<file path="src/rtl/fifo_frame_reader_pkg.sv">
// ============================================================================
// Module      : fifo_frame_reader_pkg
// Description : Shared audio-stream constants and the frame-reader state type.
// Revision    : 1.0 - initial release
// ============================================================================
`default_nettype none

package fifo_frame_reader_pkg;

    localparam int unsigned c_DEF_DATA_W    = 31;
    localparam int unsigned c_DEF_FRAME_LEN = 256;
    localparam int unsigned c_FRAME_CNT_W   = 16;

    typedef enum logic [1:0] {
        ST_IDLE  = 2'd0,
        ST_BURST = 2'd1,
        ST_DRAIN = 2'd2
    } state_t;

endpackage : fifo_frame_reader_pkg

`default_nettype wire

</file>
<file path="src/rtl/fifo_frame_reader_skid_buf.sv">
// ============================================================================
// Module      : stream_skid_buf
// Description : Two-entry valid/ready buffer; reports occupancy for credit use.
// Revision    : 1.0 - initial release
// ============================================================================
`default_nettype none

module stream_skid_buf
    import fifo_frame_reader_pkg::*;
#(
    parameter int unsigned DATA_W = c_DEF_DATA_W
) (
    input  logic              clk,
    input  logic              rst_n,
    input  logic              i_s_valid,
    input  logic [DATA_W-1:0] i_s_data,
    input  logic              i_m_ready,
    output logic              o_m_valid,
    output logic [DATA_W-1:0] o_m_data,
    output logic [1:0]        o_occ
);

    logic [1:0]        r_occ;
    logic [DATA_W-1:0] r_head;
    logic [DATA_W-1:0] r_tail;
    logic              w_pop;
    logic              w_push;

    assign w_pop  = (r_occ != 2'd0) && i_m_ready;
    // A push into a full buffer is only legal when the head leaves this cycle.
    assign w_push = i_s_valid && ((r_occ != 2'd2) || w_pop);

    always_ff @(posedge clk or negedge rst_n) begin
        if (!rst_n) begin
            r_occ  <= 2'd0;
            r_head <= '0;
            r_tail <= '0;
        end else begin
            case ({w_push, w_pop})
                2'b10: begin
                    if (r_occ == 2'd0) begin
                        r_head <= i_s_data;
                    end else begin
                        r_tail <= i_s_data;
                    end
                    r_occ <= r_occ + 2'd1;
                end
                2'b01: begin
                    r_head <= r_tail;
                    r_occ  <= r_occ - 2'd1;
                end
                2'b11: begin
                    if (r_occ == 2'd1) begin
                        r_head <= i_s_data;
                    end else begin
                        r_head <= r_tail;
                        r_tail <= i_s_data;
                    end
                end
                default: begin
                end
            endcase
        end
    end

    assign o_m_valid = (r_occ != 2'd0);
    assign o_m_data  = r_head;
    assign o_occ     = r_occ;

endmodule : stream_skid_buf

`default_nettype wire

</file>
<file path="src/rtl/fifo_frame_reader.sv">
// ============================================================================
// Module      : fifo_frame_reader
// Description : Bursts whole FRAME_LEN frames from the sample FIFO to a stream.
// Revision    : 1.0 - initial release
// ============================================================================
`default_nettype none

module fifo_frame_reader
    import fifo_frame_reader_pkg::*;
#(
    parameter int unsigned DATA_W    = c_DEF_DATA_W,
    parameter int unsigned LEVEL_W   = 10,
    parameter int unsigned FRAME_LEN = c_DEF_FRAME_LEN
) (
    input  logic                     sys_clk,
    input  logic                     sys_rstn,
    input  logic                     enable,
    output logic                     fifo_rd_en,
    input  logic [DATA_W-1:0]        fifo_rd_data,
    input  logic                     fifo_rd_empty,
    input  logic [LEVEL_W-1:0]       fifo_rd_level,
    output logic                     m_valid,
    input  logic                     m_ready,
    output logic [DATA_W-1:0]        m_data,
    output logic                     m_sop,
    output logic                     m_eop,
    output logic                     busy,
    output logic                     underrun,
    input  logic                     clr_err,
    output logic [c_FRAME_CNT_W-1:0] frame_cnt
);

    localparam logic [LEVEL_W-1:0] c_LEN  = LEVEL_W'(FRAME_LEN);
    localparam logic [LEVEL_W-1:0] c_LAST = LEVEL_W'(FRAME_LEN - 1);

    state_t                   r_state;
    state_t                   w_next;
    logic [LEVEL_W-1:0]       r_req_cnt;
    logic [LEVEL_W-1:0]       r_out_cnt;
    logic                     r_inflight;
    logic                     r_underrun;
    logic [c_FRAME_CNT_W-1:0] r_frame_cnt;

    logic [1:0]               w_occ;
    logic [2:0]               w_pending;
    logic                     w_credit_ok;
    logic                     w_rd_en;
    logic                     w_xfer;
    logic                     w_last_xfer;
    logic                     w_under_set;

    stream_skid_buf #(
        .DATA_W (DATA_W)
    ) u_skid (
        .clk       (sys_clk),
        .rst_n     (sys_rstn),
        .i_s_valid (r_inflight),
        .i_s_data  (fifo_rd_data),
        .i_m_ready (m_ready),
        .o_m_valid (m_valid),
        .o_m_data  (m_data),
        .o_occ     (w_occ)
    );

    assign w_xfer      = m_valid && m_ready;
    assign m_sop       = m_valid && (r_out_cnt == '0);
    assign m_eop       = m_valid && (r_out_cnt == c_LAST);
    assign w_last_xfer = w_xfer && m_eop;

    // Credit counts the slot freed by a same-cycle transfer so a continuously
    // ready sink sees one word per cycle instead of every other cycle.
    assign w_pending   = 3'(w_occ) + 3'(r_inflight) - 3'(w_xfer);
    assign w_credit_ok = (w_pending < 3'd2);

    assign w_under_set = (r_state == ST_BURST) && (r_req_cnt < c_LEN) && fifo_rd_empty;

    always_comb begin
        w_next  = r_state;
        w_rd_en = 1'b0;
        case (r_state)
            ST_IDLE: begin
                if (enable && (fifo_rd_level >= c_LEN)) begin
                    w_next = ST_BURST;
                end
            end
            ST_BURST: begin
                w_rd_en = (r_req_cnt < c_LEN) && !fifo_rd_empty && w_credit_ok;
                if (w_rd_en && (r_req_cnt == c_LAST)) begin
                    w_next = ST_DRAIN;
                end
            end
            ST_DRAIN: begin
                if (w_last_xfer) begin
                    w_next = ST_IDLE;
                end
            end
            default: begin
                w_next = ST_IDLE;
            end
        endcase
    end

    always_ff @(posedge sys_clk or negedge sys_rstn) begin
        if (!sys_rstn) begin
            r_state    <= ST_IDLE;
            r_inflight <= 1'b0;
        end else begin
            r_state    <= w_next;
            r_inflight <= w_rd_en;
        end
    end

    always_ff @(posedge sys_clk or negedge sys_rstn) begin
        if (!sys_rstn) begin
            r_req_cnt <= '0;
            r_out_cnt <= '0;
        end else begin
            if (w_last_xfer) begin
                r_req_cnt <= '0;
            end else if (w_rd_en) begin
                r_req_cnt <= r_req_cnt + LEVEL_W'(1);
            end

            if (w_last_xfer) begin
                r_out_cnt <= '0;
            end else if (w_xfer) begin
                r_out_cnt <= r_out_cnt + LEVEL_W'(1);
            end
        end
    end

    // A new underrun in the same cycle as clr_err must not be lost.
    always_ff @(posedge sys_clk or negedge sys_rstn) begin
        if (!sys_rstn) begin
            r_underrun <= 1'b0;
        end else if (w_under_set) begin
            r_underrun <= 1'b1;
        end else if (clr_err) begin
            r_underrun <= 1'b0;
        end
    end

    always_ff @(posedge sys_clk or negedge sys_rstn) begin
        if (!sys_rstn) begin
            r_frame_cnt <= '0;
        end else if (w_last_xfer) begin
            r_frame_cnt <= r_frame_cnt + c_FRAME_CNT_W'(1);
        end
    end

    assign fifo_rd_en = w_rd_en;
    assign busy       = (r_state != ST_IDLE);
    assign underrun   = r_underrun;
    assign frame_cnt  = r_frame_cnt;

endmodule : fifo_frame_reader

`default_nettype wire

</file>
<file path="config.mk">
export PLATFORM = sky130hd
export DESIGN_NAME = fifo_frame_reader
export DESIGN_NICKNAME = d
export VERILOG_FILES = /design/src/rtl/fifo_frame_reader_pkg.sv /design/src/rtl/fifo_frame_reader_skid_buf.sv /design/src/rtl/fifo_frame_reader.sv
export SDC_FILE = /design/constraint.sdc
export NUM_CORES = 1
export LEC_CHECK = 0
export CAP_MARGIN = 30
export CORE_MARGIN = 1.5
export CORE_UTILIZATION = 46
export DETAILED_ROUTE_END_ITERATION = 16
export PLACE_DENSITY = 0.76
export SYNTH_ARGS = -nofsm -noshare
export SYNTH_HDL_FRONTEND = slang
export SYNTH_SLANG_ARGS = --single-unit
export TNS_END_PERCENT = 30
</file>
<file path="constraint.sdc">
create_clock -name sys_clk -period 4.8 [get_ports sys_clk]
set_input_delay 1.44 -clock sys_clk [delete_from_list [all_inputs] [get_ports sys_clk]]
set_output_delay 1.44 -clock sys_clk [all_outputs]
set_load 0.01 [all_outputs]
</file>
# After elaboration in Yosys (flattened, before gate mapping)
# Index checks and enable logic that the tools add are counted.
[totals] rom_bits=0 mem_count=0 latchBits=0 wordCells=79 mem_bits_rw=0 reg_bits=104
[classes] eq_ne=15 n_reduce_logical=27 add_sub_neg=7 magnitude_cmp=3 div_mod_pow=0 shift=0 n_mul=0 n_bitwise=0 muxes=18
[op_table] op="2-to-1 mux 31 bit" n=4
[op_table] op="one-hot mux 31 bit (3 select lines)" n=1
[op_table] op="one-hot mux 31 bit (2 select lines)" n=1
[op_table] op="2-to-1 mux 10 bit" n=4
[op_table] op="adder 10 x 1 -> 10 bit, second input constant" n=2
[op_table] op="== test 10 x 8 -> 1 bit, second input constant" n=2
[op_table] op="adder 16 x 1 -> 16 bit, second input constant" n=1
[op_table] op="nonzero test 2 bit" n=7
[op_table] op="logical AND 1 bit" n=11
[op_table] op=">= comparator 10 x 9 -> 1 bit, second input constant" n=1
[op_table] op="zero test 10 bit" n=1
[op_table] op="less-than comparator 10 x 9 -> 1 bit, second input constant" n=1
[op_table] op="inequality test 2 bit, second input constant" n=5
[op_table] op="== test 2 x 1 -> 1 bit, second input constant" n=3
[op_table] op="== test 2 bit, second input constant" n=3
[op_table] op="2-to-1 mux 2 bit" n=3
[op_table] op="one-hot mux 2 bit (3 select lines)" n=1
[op_table] op="AND reduction 3 bit" n=2
[op_table] op="zero test 2 bit" n=2
[op_table] op="inequality test 2 x 1 -> 1 bit, second input constant" n=2
[op_table] op="one-hot mux 2 bit (2 select lines)" n=1
[op_table] op="adder 2 x 1 -> 3 bit" n=1
[op_table] op="less-than comparator 3 x 2 -> 1 bit, second input constant" n=1
[op_table] op="2-to-1 mux 1 bit" n=3
[op_table] op="7 further kinds" n=7

# Longest topological paths before layout
# Gate-level depths: netlist of the first run.
[depth] word_depth=8 ltp_mapped=13 depth_no_buf=12

# Cells and area by module
# A second synthesis of the first run with hierarchy kept.
[unflattened] hier_cells=458 area_unflattened_um2=4901.0
[modules_own_cells] mod="stream_skid_buf" cells_per_inst=267 area_each_um2=2920.3 n_inst=1
[modules_own_cells] mod="fifo_frame_reader" cells_per_inst=191 area_each_um2=1980.6 n_inst=1

# Worst setup path before layout of the first run
# Ideal clock, no wire load.
[synth_timing] path_type="input -> output" start="input port m_ready" end="output port fifo_rd_en" path_slack_ps=48 n_path_buf=1 stages=9 arrival_time_ps=3312 path_cell_list="nand2b_1 inv_1 buf_2 ha_1 nand2b_1 fa_1 nor2b_1 nand3_2 inv_1"
[synth_via] elab_chain_len=5
[synth_rtl] item="start, declared" line="fifo_frame_reader.sv:23" rtl="input logic m_ready,"
[synth_rtl] item="logical AND 1 bit" line="fifo_frame_reader.sv:65" rtl="assign w_xfer = m_valid && m_ready;"
[synth_rtl] item="subtractor 3 x 1 -> 3 bit" line="fifo_frame_reader.sv:72" rtl="assign w_pending = 3'(w_occ) + 3'(r_inflight) - 3'(w_xfer);"
[synth_rtl] item="less-than comparator 3 x 2 -> 1 bit" line="fifo_frame_reader.sv:73" rtl="assign w_credit_ok = (w_pending < 3'd2);"
[synth_rtl] item="logical AND 1 bit" line="fifo_frame_reader.sv:87" rtl="w_rd_en = (r_req_cnt < c_LEN) && !fifo_rd_empty && w_credit_ok;"
[synth_rtl] item="2-to-1 mux 1 bit" line="fifo_frame_reader.sv:80" rtl="case (r_state)"
[synth_rtl] item="end, declared" line="fifo_frame_reader.sv:18" rtl="output logic fifo_rd_en,"
# No other way between the ends.

# Worst setup path after layout of the first run
# Same ends and word-level chain as after synthesis.

==> results of run 1 <==
-- per-stage QoR --
step	hold WS, ns	power, W	worst slack, ns	setup TNS (ns)
floorplan	0.456	0.00209	0.0481	0
global placement	0.462	0.00258	-0.482	-0.482
detailed placement	0.478	0.00265	-0.524	-0.524
CTS	0.500	0.00325	0.151	0
global route	0.516	0.00345	0.0645	0
finish	0.491	0.00321	0.141	0
-- layer usage --
metal	global-route usage, %	vias up	wire length (µm)
li1	-	1646	-
met1	23.4	1706	4090
met2	33.6	85	4890
met3	7.80	10	725
met4	5.82	0	108
met5	0	-	0
-- critical path: cells and delay by family --
| family | cells | cell delay [ns] |
|---|---|---|
| adders and majority gates | 2 | 0.81 |
| buffers and inverters | 4 | 0.49 |
| and+or+nand+nor | 4 | 0.49 |
-- report_power, final --
part	total (W)	switching, W	internal [W]
registers	0.00140	0.000208	0.00119
clock network	0.000557	0.000300	0.000257
logic	0.00126	0.000575	0.000686
total	0.00321	0.00108	0.00213
-- Yosys cell counts (all sizes together), types with 3 or more instances --
library cell  count
o31ai             3
a22oi            31
nor2             17
and3              4
nand2            77
nand3            18
ha                8
and2              4
buf              11
nor3              4
xnor2            24
inv               9
or4               3
nand4            12
nor4              4
xor2              4
clkbuf            8
dfrtp           104
mux2             34
o21ai             5
a21oi             8
-- repair_timing --
item	CTS	global route
resized for setup	12	0
hold endpoints to repair	0	0
setup endpoints to repair	1	0
-- flip-flops by register name, summed over array words and instances (netlist names) --
signal	cells
underrun	1
u_skid.o_m_data	31
u_skid.r_tail	31
r_state	2
r_req_cnt	10
r_inflight	1
u_skid.o_occ	2
r_out_cnt	10
frame_cnt	16
-- kinds of logic (layout without fill, tap and decap cells) --
kind of cell             Yosys count  count (layout)  share of synthesized area (%)
multiplexers                      36              36                           8.73
adder cells (fa/ha/maj)            9               9                           2.60
AO/OA/AOI/OAI                     50              50                           7.43
AND/OR/NAND/NOR                  159             159                           17.0
flip-flops                       104             104                           56.4
buffers and inverters             28             129                           2.52
XOR/XNOR                          28              28                           5.31
-- final cells by class --
cell class	instances	area (µm²)	share of cell area (%)
Multi-Input combinational cell	282	1940	32.3
Inverter	9	33.8	0.563
Clock buffer	10	138	2.30
Timing Repair Buffer	105	1050	17.6
Clock inverter	5	63.8	1.06
Tap cell	133	166	2.78
Sequential cell	104	2600	43.4
-- layout by cell type, fill, tap and decap left out, types with 2 or more instances in the layout --
cell type,n
xor2_1,4
or4_1,3
mux2_2,34
xnor2_1,23
nand4_1,12
and4_1,2
nor2_2,2
a22oi_1,31
inv_6,2
buf_16,2
dfrtp_1,104
clkbuf_8,10
nor2_1,15
nor4_1,4
inv_1,8
buf_4,13
and2_1,4
and3_1,4
nand2_1,77
a21oi_1,7
o31ai_1,3
clkdlybuf4s50_1,88
nor3b_1,2
o21ai_0,5
nand3_1,17
nor3_1,4
ha_1,8
-- how the worst max path moves through the flow --
stage | startpoint | to | slack [ns] | cells past startpoint
after floorplan | m_ready | fifo_rd_en | 0.05 | 9
after global placement | m_ready | fifo_rd_en | -0.48 | 10
after detailed placement | m_ready | fifo_rd_en | -0.52 | 10
after CTS | m_ready | fifo_rd_en | 0.15 | 10
after global routing | m_ready | fifo_rd_en | 0.06 | 10
final | m_ready | fifo_rd_en | 0.14 | 10
==> flow_metrics.py, run 1 <==
metrics = {
    "floorplan": {
        "ios": 100,
        "rows": 36,
        "dieArea_mm2": 0.0106,
        "initial_utilization_pct": 47.2,
        "die_w_um": 103,
        "die_h_um": 103,
        "core_area_mm2": 0.00977,
    },
    "critical_path": {
        "path_max_fanout": 2,
        "worstSetupPathType": "input port to output port",
        "r2r_end": "r_req_cnt[6]",
        "critPathRequiredTime_ns": 3.36,
        "cp.arrival_ns": 3.22,
        "r2r_cells": 12,
        "slowest_stage": "fa_2",
        "cp-end-kind": "output port",
        "critPathLaunchType": "input port",
        "r2r_slack_ns": 1.51,
        "r2r-start": "u_skid.o_occ[1]",
        "crit_chain": "dlygate4sd2_1 -> nand2b_1 -> inv_1 -> ha_1 -> nand2b_4 -> fa_2 -> nor2b_4 -> nand3_2 -> inv_2 -> buf_6",
        "slowest_delay_ns": 0.54,
    },
    "worst_hold_path": {
        "min-delay-start": "frame_cnt[15]",
        "holdPathStages": 1,
        "hold_path_class": "flip-flop to flip-flop",
        "whs_endpoint": "frame_cnt[15]",
    },
    "route": {
        "drt_wl_total_um": 9810,
        "dr.pass1.iters": 4,
        "drc": 0,
        "drt_iter0_drc": 88,
        "ant_nets": 0,
        "via_per_inst": 5.32,
        "vias": 3447,
        "wl_per_cell_um": 15.1,
    },
    "yosys": {
        "synth.area.top_cells": "dfrtp_1 56%, mux2_2 8.3%, nand2_1 6.3%",
        "syn_area_mm2": 0.00462,
        "synth_top_area_share_pct": 56.4,
        "synth_cell_types": 42,
        "yosysSeqAreaShare_pct": 56.4,
        "postSynthAreaPerCell_um2": 11.1,
        "synth_ff_type": "dfrtp_1",
        "yosysTopAreaCell": "dfrtp_1",
        "synth-edff-count": 0,
        "syn_nets": 470,
        "postSynth.asyncResetShare_pct": 100,
        "ys.warnings.count": 0,
        "ys_ff_latch": 104,
        "syn-instance-count": 414,
    },
    "global_routing": {
        "grt_usage_pct": 19.8,
        "antenna_found_initial": 0,
        "grt_overflow": 0,
        "grt_max_degree": 55,
        "grt_pass1_vias": 3475,
        "grt_pass1_wl_um": 16200,
    },
    "cts": {
        "max-clock-path-buffers": 2,
        "clk_pin_slew_ns": 0.09,
        "htreeDepth": 3,
        "post_cts_buffers": 0,
        "insertion_delay_ns": 0.38,
        "cts_root_buf": "clkbuf_8",
        "cts_tree": "yes",
        "cts_buffers": 9,
        "hold_buffers": 0,
        "clock_sinks": 104,
    },
    "layout": {
        "diodes": 0,
        "final_area_mm2": 0.00600,
        "stdcell_count": 648,
        "fin_nets": 567,
        "syn_to_final_growth_pct": 29.9,
        "post-route-util_pct": 61.3,
        "fillers": 829,
        "drive_above_1_share_pct": 15.3,
    },
    "timing": {
        "clock_skew_ns": 0.0140,
        "hold_viol": 0,
        "drv_slew": 0,
        "fin_crit_ns": 4.66,
        "clock.fmax_ghz": 0.215,
        "rsz0062_at_grt": "false",
        "fin_crit_sh_pct": 97.1,
        "setup_viol": 0,
        "tightest_slew_ns": 0.778,
        "relSlewSlack_pct": 48.1,
    },
    "place": {
        "dp_hpwl_um": 6940,
        "place_inst": 633,
        "portBuffers": 91,
        "place_area_mm2": 0.00577,
        "globalplace.congestion": 0.824,
    },
    "power": {
        "vdd_drop_max_mv": 0.297,
        "leakage_nw": 2.65,
        "power.density_mw_per_mm2": 536,
    },
    "status": {
        "status": "finished, final reports clean",
    },
    "job": {
        "cap_violations": 0,
    },
}
No activity file was read; power rests on OpenSTA's default activity.
==> run 2, diff against run 1 <==
--- a/config.mk
+++ b/config.mk
@@ -6,7 +6,7 @@
 export NUM_CORES = 1
 export LEC_CHECK = 0
 export CAP_MARGIN = 30
-export CORE_MARGIN = 1.5
+export CORE_MARGIN = 2
 export CORE_UTILIZATION = 46
 export DETAILED_ROUTE_END_ITERATION = 16
 export PLACE_DENSITY = 0.76
==> flow_metrics.py, run 2 (synthesized netlist as in run 1, its figures left out) <==
metrics = {
    "critical_path": {
        "critPathLaunch": "m_ready",
        "r2r-start": "u_skid.o_occ[1]",
        "r2r_slack_ns": 0.47,
        "r2r_cells": 25,
        "r2r_end": "r_state[1]",
        "critPathLaunchType": "input port",
        "cp.arrival_ns": 3.25,
        "cp-endpoint": "fifo_rd_en",
        "critPathRequiredTime_ns": 3.36,
        "path_max_fanout": 2,
        "worstSetupPathType": "input port to output port",
        "cp-end-kind": "output port",
    },
    "layout": {
        "drive_above_1_share_pct": 18.2,
        "most-common-layout-cells": "104 x dfrtp_1, 88 x clkdlybuf4s50_1, 77 x nand2_1",
        "diodes": 0,
        "stdcell_count": 667,
        "fin_nets": 585,
        "syn_to_final_growth_pct": 32.7,
        "fillers": 801,
        "final_common_cell": "dfrtp_1",
    },
    "power": {
        "leakage_nw": 2.74,
        "vdd_drop_max_mv": 0.316,
        "power.density_mw_per_mm2": 536,
        "p_total_w": 0.00329,
    },
    "global_routing": {
        "grt_max_degree": 59,
        "grt_pass1_vias": 3728,
        "grt_usage_pct": 20.3,
        "grt_overflow": 0,
        "grt_pass1_wl_um": 17800,
        "antenna_found_initial": 0,
    },
    "job": {
        "cap_violations": 0,
    },
    "cts": {
        "cts_buffers": 9,
        "cts_root_buf": "clkbuf_8",
        "htreeDepth": 3,
        "max-clock-path-buffers": 2,
        "cts_tree": "yes",
        "clk_pin_slew_ns": 0.08,
        "hold_buffers": 0,
        "clock_sinks": 104,
        "insertion_delay_ns": 0.37,
    },
    "timing": {
        "clock_skew_ns": 0.0109,
        "fin_crit_sh_pct": 97.6,
        "holdWs_ns": 0.486,
        "fin_crit_ns": 4.69,
        "hold_viol": 0,
        "drv_slew": 0,
        "clock.fmax_ghz": 0.213,
        "relSlewSlack_pct": 50.7,
        "tns_ns": 0,
        "setup_ws_ns": 0.113,
        "setup_viol": 0,
        "rsz0062_at_grt": "false",
        "tightest_slew_ns": 0.740,
    },
    "route": {
        "dr.pass1.iters": 4,
        "via_per_inst": 5.28,
        "vias": 3522,
        "drt_iter0_drc": 121,
        "drt_wl_total_um": 10400,
        "wl_per_cell_um": 15.6,
        "ant_nets": 0,
        "drc": 0,
    },
    "place": {
        "dp_hpwl_um": 7150,
        "portBuffers": 91,
        "place_inst": 634,
        "globalplace.congestion": 0.824,
        "pre_cts_ws_ns": -0.524,
    },
    "worst_hold_path": {
        "hold_path_class": "flip-flop to flip-flop",
    },
    "floorplan": {
        "rows": 36,
        "core_area_mm2": 0.00977,
        "dieArea_mm2": 0.0109,
        "die_w_um": 104,
        "ios": 100,
        "die_h_um": 104,
        "initial_utilization_pct": 47.2,
    },
    "status": {
        "status": "finished, final reports clean",
    },
}
[run 2: cell count changes in the layout (fill, tap and decap cells not counted), sizes merged]
cell / change
buf: +18
clkbuf: +2
clkinv: +1
clkinvlp: -1
inv: -1
[run 2: power breakdown]
part / switching, W / internal (W) / leakage (nW)
Clock: 0.000291 / 0.000258 / 0.101
Combinational: 0.000596 / 0.000737 / 1.32
Sequential: 0.000215 / 0.00119 / 1.32
[run 2: worst max-delay path: stages]
cell and delay, ns:
dlygate4sd2_1 0.25, nand2b_1 0.10, inv_1 0.07, ha_1 0.28, nand2b_4 0.14, fa_1 0.51
nor2b_4 0.16, nand3_2 0.10, inv_2 0.08, buf_2 0.12
[run 2: timing repair]
| item | CTS | global route |
|---|---|---|
| setup buffers | 17 | 0 |
| cloned | 0 | 0 |
| pin swaps | 1 | 1 |
| resized for setup | 9 | 2 |
| setup endpoints to repair | 1 | 2 |
| hold endpoints to repair | 0 | 0 |
[run 2: how the worst min path moves through the flow]
stage | from | end | slack, ns | depth (start not counted)
global route | u_skid.r_tail[28] | u_skid.o_m_data[28] | 0.52 | 2
finish | frame_cnt[15] | frame_cnt[15] | 0.49 | 1
global placement | frame_cnt[15] | frame_cnt[15] | 0.46 | 1
detailed placement | u_skid.r_tail[9] | u_skid.o_m_data[9] | 0.48 | 2
floorplan | u_skid.r_tail[0] | u_skid.o_m_data[0] | 0.46 | 2
CTS | u_skid.r_tail[9] | u_skid.o_m_data[9] | 0.50 | 2
[run 2: layout make-up]
type                       count  area, µm²  area share (%)
clock inverter                 4       52.6           0.858
clock buffer                  12        145            2.37
timing repair buffer         123       1180            19.3
multi-input combinational    282       1940            31.7
tap                          133        166            2.72
inverter                       9       33.8           0.552
sequential                   104       2600            42.5
[run 2: routing by layer]
metal,global-route usage (%),share of wire (%),up-vias
li1,-,-,1685
met1,24.1,42,1709
met2,33.9,49,111
met3,7.77,7.8,17
met4,6.76,1.7,0
met5,0,0,-
[run 2: per-stage QoR]
step | area (µm²) | utilization [%]
after CTS | 6130 | 62.7
after global placement | 5730 | 58.6
final | 6120 | 62.7
after global routing | 6120 | 62.7
after floorplan | 4620 | -
after detailed placement | 5780 | 59.2
